### src/rtl/reset_conditioner.sv
// -----------------------------------------------------------------------------
// reset_conditioner
//
// Front-end reset source for the system controller. Merges the board power-on
// reset, a bouncing pushbutton and an optional software reset request into one
// clean, synchronous, active-high reset pulse of guaranteed minimum width.
// reset_cause_o records which source fired last so firmware can read it after
// boot.
//
// Optional feature macro: RESET_CONDITIONER_SW_RESET_EN
//   defined     -> sw_reset_i starts a pulse from IDLE or DEBOUNCE (cause 10)
//   not defined -> sw_reset_i is present but ignored; cause 10 never appears
//
// Parameters:
//   SYNC_STAGES      flops in the button and reset-release synchronizers (>= 2)
//   DEBOUNCE_CYCLES  cycles of stable level to accept a press or a release
//   PULSE_CYCLES     width of every reset_o pulse, in cycles
//   CNT_W            counter width, must hold max(DEBOUNCE, PULSE) - 1
//
// Ports:
//   clk_i          in   board clock, the only clock
//   reset_i        in   power-on reset, asynchronous, active-low
//   button_i       in   raw pushbutton, asynchronous, high = pressed
//   sw_reset_i     in   software reset request, single-cycle, clk_i domain
//   reset_o        out  conditioned reset, active-high, registered
//   reset_cause_o  out  last cause: 00 POR, 01 button, 10 software
//   busy_o         out  high whenever the FSM is not in IDLE
// -----------------------------------------------------------------------------
module reset_conditioner #(
  parameter int SYNC_STAGES     = 2,
  parameter int DEBOUNCE_CYCLES = 50000,
  parameter int PULSE_CYCLES    = 16,
  parameter int CNT_W           = 16
) (
  input  logic       clk_i,
  input  logic       reset_i,
  input  logic       button_i,
  input  logic       sw_reset_i,
  output logic       reset_o,
  output logic [1:0] reset_cause_o,
  output logic       busy_o
);

  typedef enum logic [2:0] {
    ST_POR          = 3'd0,
    ST_IDLE         = 3'd1,
    ST_DEBOUNCE     = 3'd2,
    ST_PULSE        = 3'd3,
    ST_RELEASE_WAIT = 3'd4
  } state_e;

  typedef enum logic [1:0] {
    CAUSE_POR    = 2'b00,
    CAUSE_BUTTON = 2'b01,
    CAUSE_SW     = 2'b10
  } cause_e;

  localparam logic [CNT_W-1:0] DEB_LAST   = CNT_W'(DEBOUNCE_CYCLES - 1);
  localparam logic [CNT_W-1:0] PULSE_LAST = CNT_W'(PULSE_CYCLES - 1);
  localparam logic [CNT_W-1:0] CNT_MAX    = '1;

  // ---------------------------------------------------------------------------
  // Reset-release synchronizer: assertion is immediate, release is aligned to
  // clk_i after SYNC_STAGES edges so the FSM never leaves reset mid-cycle.
  // ---------------------------------------------------------------------------
  logic [SYNC_STAGES-1:0] rst_sync;
  logic                   rst_sync_n;

  // NOTE: sequential state is written with non-blocking assignments so every
  // flop samples pre-edge values; blocking here would collapse the chain.
  always_ff @(posedge clk_i or negedge reset_i) begin
    if (!reset_i) begin
      rst_sync <= '0;
    end else begin
      rst_sync <= {rst_sync[SYNC_STAGES-2:0], 1'b1};
    end
  end

  assign rst_sync_n = rst_sync[SYNC_STAGES-1];

  // ---------------------------------------------------------------------------
  // Button synchronizer; button_i is sampled nowhere else.
  // ---------------------------------------------------------------------------
  logic [SYNC_STAGES-1:0] btn_meta;
  logic                   btn_sync;

  always_ff @(posedge clk_i or negedge rst_sync_n) begin
    if (!rst_sync_n) begin
      btn_meta <= '0;
    end else begin
      btn_meta <= {btn_meta[SYNC_STAGES-2:0], button_i};
    end
  end

  assign btn_sync = btn_meta[SYNC_STAGES-1];

  // ---------------------------------------------------------------------------
  // Software request qualification
  // ---------------------------------------------------------------------------
  logic sw_req;

`ifdef RESET_CONDITIONER_SW_RESET_EN
  assign sw_req = sw_reset_i;
`else
  logic unused_sw_reset;
  assign sw_req          = 1'b0;
  assign unused_sw_reset = sw_reset_i;
`endif

  // ---------------------------------------------------------------------------
  // FSM
  // ---------------------------------------------------------------------------
  state_e           state, state_n;
  cause_e           cause, cause_n;
  logic [CNT_W-1:0] cnt, cnt_n, cnt_inc;

  // Saturating increment: a stuck condition can never wrap the counter back
  // into a range that matches a terminal count.
  assign cnt_inc = (cnt == CNT_MAX) ? cnt : cnt + CNT_W'(1);

  // NOTE: every signal assigned here gets a default first, so no path through
  // the case can leave one unassigned and infer a latch.
  always_comb begin
    state_n = state;
    cause_n = cause;
    cnt_n   = cnt_inc;

    case (state)
      ST_POR: begin
        if (cnt == PULSE_LAST) begin
          state_n = ST_IDLE;
        end
      end

      ST_IDLE: begin
        if (sw_req) begin
          state_n = ST_PULSE;
          cause_n = CAUSE_SW;
        end else if (btn_sync) begin
          state_n = ST_DEBOUNCE;
        end
      end

      ST_DEBOUNCE: begin
        // A software request pre-empts a press still being qualified.
        if (sw_req) begin
          state_n = ST_PULSE;
          cause_n = CAUSE_SW;
        end else if (!btn_sync) begin
          state_n = ST_IDLE;
        end else if (cnt == DEB_LAST) begin
          state_n = ST_PULSE;
          cause_n = CAUSE_BUTTON;
        end
      end

      ST_PULSE: begin
        // Only a button pulse must wait for the button to be let go, otherwise
        // a held button would re-trigger straight away.
        if (cnt == PULSE_LAST) begin
          state_n = (cause == CAUSE_BUTTON) ? ST_RELEASE_WAIT : ST_IDLE;
        end
      end

      ST_RELEASE_WAIT: begin
        if (btn_sync) begin
          cnt_n = '0;
        end else if (cnt == DEB_LAST) begin
          state_n = ST_IDLE;
        end
      end

      default: begin
        state_n = ST_POR;
      end
    endcase

    // One counter serves every state; it restarts on each state entry.
    if (state_n != state) begin
      cnt_n = '0;
    end
  end

  // Outputs are registered decodes of the next state, so reset_o rises on the
  // same edge that enters PULSE and has no combinational glitches.
  always_ff @(posedge clk_i or negedge rst_sync_n) begin
    if (!rst_sync_n) begin
      state   <= ST_POR;
      cause   <= CAUSE_POR;
      cnt     <= '0;
      reset_o <= 1'b1;
      busy_o  <= 1'b1;
    end else begin
      state   <= state_n;
      cause   <= cause_n;
      cnt     <= cnt_n;
      reset_o <= (state_n == ST_POR) || (state_n == ST_PULSE);
      busy_o  <= (state_n != ST_IDLE);
    end
  end

  assign reset_cause_o = cause;

endmodule

### config.mk
export PLATFORM = sky130hd
export DESIGN_NAME = reset_conditioner
export DESIGN_NICKNAME = d
export VERILOG_FILES = /design/src/rtl/reset_conditioner.sv
export SDC_FILE = /design/constraint.sdc
export NUM_CORES = 1
export LEC_CHECK = 0
export BUFFER_PORTS_ARGS = -buffer_cell sky130_fd_sc_hd__buf_2
export CORE_MARGIN = 10
export CORE_UTILIZATION = 48
export CTS_CLUSTER_SIZE = 24
export DETAILED_ROUTE_END_ITERATION = 8
export GPL_TIMING_DRIVEN = 0
export HOLD_SLACK_MARGIN = 0.15
export PLACE_DENSITY_LB_ADDON = 0.08
export SYNTH_ARGS = -nofsm -noshare
export SYNTH_HDL_FRONTEND = slang
export SYNTH_SLANG_ARGS = --single-unit
### constraint.sdc
create_clock -name clk_i -period 1.1 [get_ports clk_i]
set_input_delay 0.055 -clock clk_i [delete_from_list [all_inputs] [get_ports clk_i]]
set_output_delay 0.055 -clock clk_i [all_outputs]
set_load 0.01 [all_outputs]
==> results.cfg <==
[floorplanning]
row_count = 19
die_w_um = 74.35
fp.dieH_um = 74.35
start_util = 0.5097
boundaryPins = 8
die_area_mm2 = 0.005527
core_area_mm2 = 0.002781

[outcome]
outcome = complete, but fails checks
violations = negative setup slack

[routing]
wire_per_inst_um = 15.58
viasPerCell = 5.829
drt-pass1-iter-count = 4
routed_wl_um = 3100
antenna_left = 0
vias = 1160
drcViolationCount = 0
drt_iter0_markers = 91

[global_route]
grt_pass1_vias = 1144
grt_pass1_wl_um = 5257
grt_use_total = 0.1176
grt_overflow_total = 0
antenna_found_initial = 0
grt_max_degree = 25

[placed_design]
placed_area_mm2 = 0.001506
hpwl_um = 2090
portBuffers = 5
gp_congestion = 0.8223

[logic_synthesis]
synth_commonest_cells = dfrtp_1, nor2_1, nand2_1
synth.avg_cell_area_um2 = 9.451
ys_ff_latch = 26
ys.warnings.count = 0
seq_area_frac_synth = 0.4607
synthFlopType = dfrtp_1
async_flop_share = 1.000
yosysMostFrequentCell = dfrtp_1
synth.cell_area_mm2 = 0.001418
yosys.cell_types.count = 47
syn_inst = 150
synth_top_area_frac = 0.4237
synth_edf_count = 0
synthTopCellsByArea = dfrtp_1, nor2_1, xnor2_1
synth_nets = 155
synth_top_area_cell = dfrtp_1

[pwr]
power_frac_comb = 0.358
p_sw_uw = 938.3
vdd_drop_max_v = 0.001146
clock_power_share = 0.178
p_seq_frac = 0.464
p_per_area_mw_per_mm2 = 1639
intPower_uw = 1748
switching_share = 0.3492
p_leak_uw = 0.0006892

[final_layout]
nNetsFinal = 174
syn2layout_area_growth_pct = 15.62
regArea_um2 = 658.1
n_fill_cell = 262
diodes = 0
multi_input_area_um2 = 759.5
fin_area_mm2 = 0.001639
drive_gt1_frac = 0.2262

[clock_network]
clock_latency_ns = 0.31
clockBufferDepth = 2
cts_buffers = 3
cts_tree = built
cts.sink_count = 26
path_clk_slew_ns = 0.14
htree_levels = 1
root_buffer = clkbuf_4

[min_path]
hold_path.class = reg -> async

[sta]
worst_pin_slew_ns = 0.5529
slew_headroom = 0.6283
period_share = 1.879
fin_skew_ns = 0.008924
holdWs_ns = 0.2639
rsz0062_at_grt = true
setup_tns_ns = -19.75
post-route-min-period_ns = 2.067
setup_viol = 22
slew_viol_final = 0
hold_viol = 0
fin_ws_ns = -0.9665
fmax_mhz = 483.9

[setup_path]
path_class = reg -> reg
arrival_ns = 2.25
cp_max_fo = 9
cp-end-kind = flip-flop
crit_path_start_kind = flip-flop
worstPathRequired_ns = 1.29

[job]
drv_cap = 0
-- cells by family after synthesis --
logic type,Yosys count,share of synthesized area
buf+inv,10,0.03265
flops,26,0.4607
fa+ha+maj,1,0.008825
xor+xnor,11,0.06796
other cells,2,0.005298
mux,3,0.02118
simple gates,76,0.2948
compound gates,21,0.1086
-- cell type report --
type,instances,share of cell area
Buffer,6,0.01908
Timing Repair Buffer,14,0.06107
Inverter,4,0.009160
Multi-Input combinational cell,114,0.4634
Sequential cell,26,0.4015
Clock buffer,4,0.02214
Tap cell,31,0.02366
-- sequential cells by signal (all words and copies together), names as in the netlist --
| signal | flops |
|---|---|
| reset_cause_o | 1 |
| busy_o | 1 |
| reset_o | 1 |
| rst_sync | 2 |
| cnt | 16 |
| btn_meta | 2 |
| state | 3 |
-- cell usage in the layout, fill, tap and decap left out, types with 2 or more instances in the layout --
master         instances
or3_1                  3
clkbuf_1               3
nor2_1                20
inv_1                  4
nand4_1                4
nor3_1                 7
xor2_1                 4
conb_1                 2
dfstp_2                2
dlygate4sd3_1          3
dfrtp_1               20
and3_1                 2
clkbuf_4               3
o31ai_1                2
dfrtp_2                4
a311oi_1               2
nand2b_1               3
nand2_1               13
mux2i_1                3
buf_4                  8
buf_2                  5
and2_1                 3
nor3_2                 2
xnor2_1                7
nand3_1                8
a21oi_1                4
-- what timing repair did --
item | 4_1_cts | 5_1_grt
pin swaps | 0 | 0
gates cloned | 0 | 0
setup endpoints to repair | 22 | 22
resized for setup | 6 | 1
hold buffers | 3 | 0
hold endpoints to repair | 3 | 0
setup buffers | 6 | 0
-- worst paths after layout --
kind                       slack, ns        start           to  depth (start not counted)
max                            -0.97      cnt[11]      cnt[14]                          5
min                             0.26  rst_sync[1]     state[0]                          0
max reg2reg                    -0.97      cnt[11]      cnt[14]                          5
min reg2reg                     0.26  rst_sync[1]     state[0]                          0
max in group asynchronous       0.41      reset_i  rst_sync[1]                          3
min in group clk_i              0.36     button_i  btn_meta[0]                          2
-- layer usage --
metal	wire, um	GRT usage	vias up
met5	0	0	-
met3	86	0.02128	4
li1	-	-	570
met2	1521	0.1903	16
met1	1474	0.1559	570
met4	17	0.03659	0
-- through the flow --
step / cells / total power [uW] / setup slack, ns / util
floorplan: 150 / 1952 / -0.8619 / -
global placement: 186 / 2137 / -0.9717 / 0.5416
detailed placement: 186 / 2170 / -1.004 / 0.5416
CTS: 199 / 2697 / -0.9585 / 0.5875
global route: 199 / 2877 / -1.024 / 0.5893
finish: 199 / 2687 / -0.9665 / 0.5893
-- critical path, cell delays in order (launching register included) --
cell and delay, ns:
dfrtp_1 0.41, or4_4 0.55, or3_4 0.42, o32ai_2 0.25
nand4b_4 0.25, a311oi_1 0.07
-- power groups by stage --
stage / logic, uW / registers, uW / clock network (uW)
2_1_floorplan: 708 / 1240 / 0
3_3_place_gp: 888 / 1250 / 0
3_5_place_dp: 904 / 1270 / 0
4_1_cts: 954 / 1250 / 496
5_1_grt: 1070 / 1270 / 529
6_report: 962 / 1250 / 480
No activity file was read; power rests on OpenSTA's default activity.
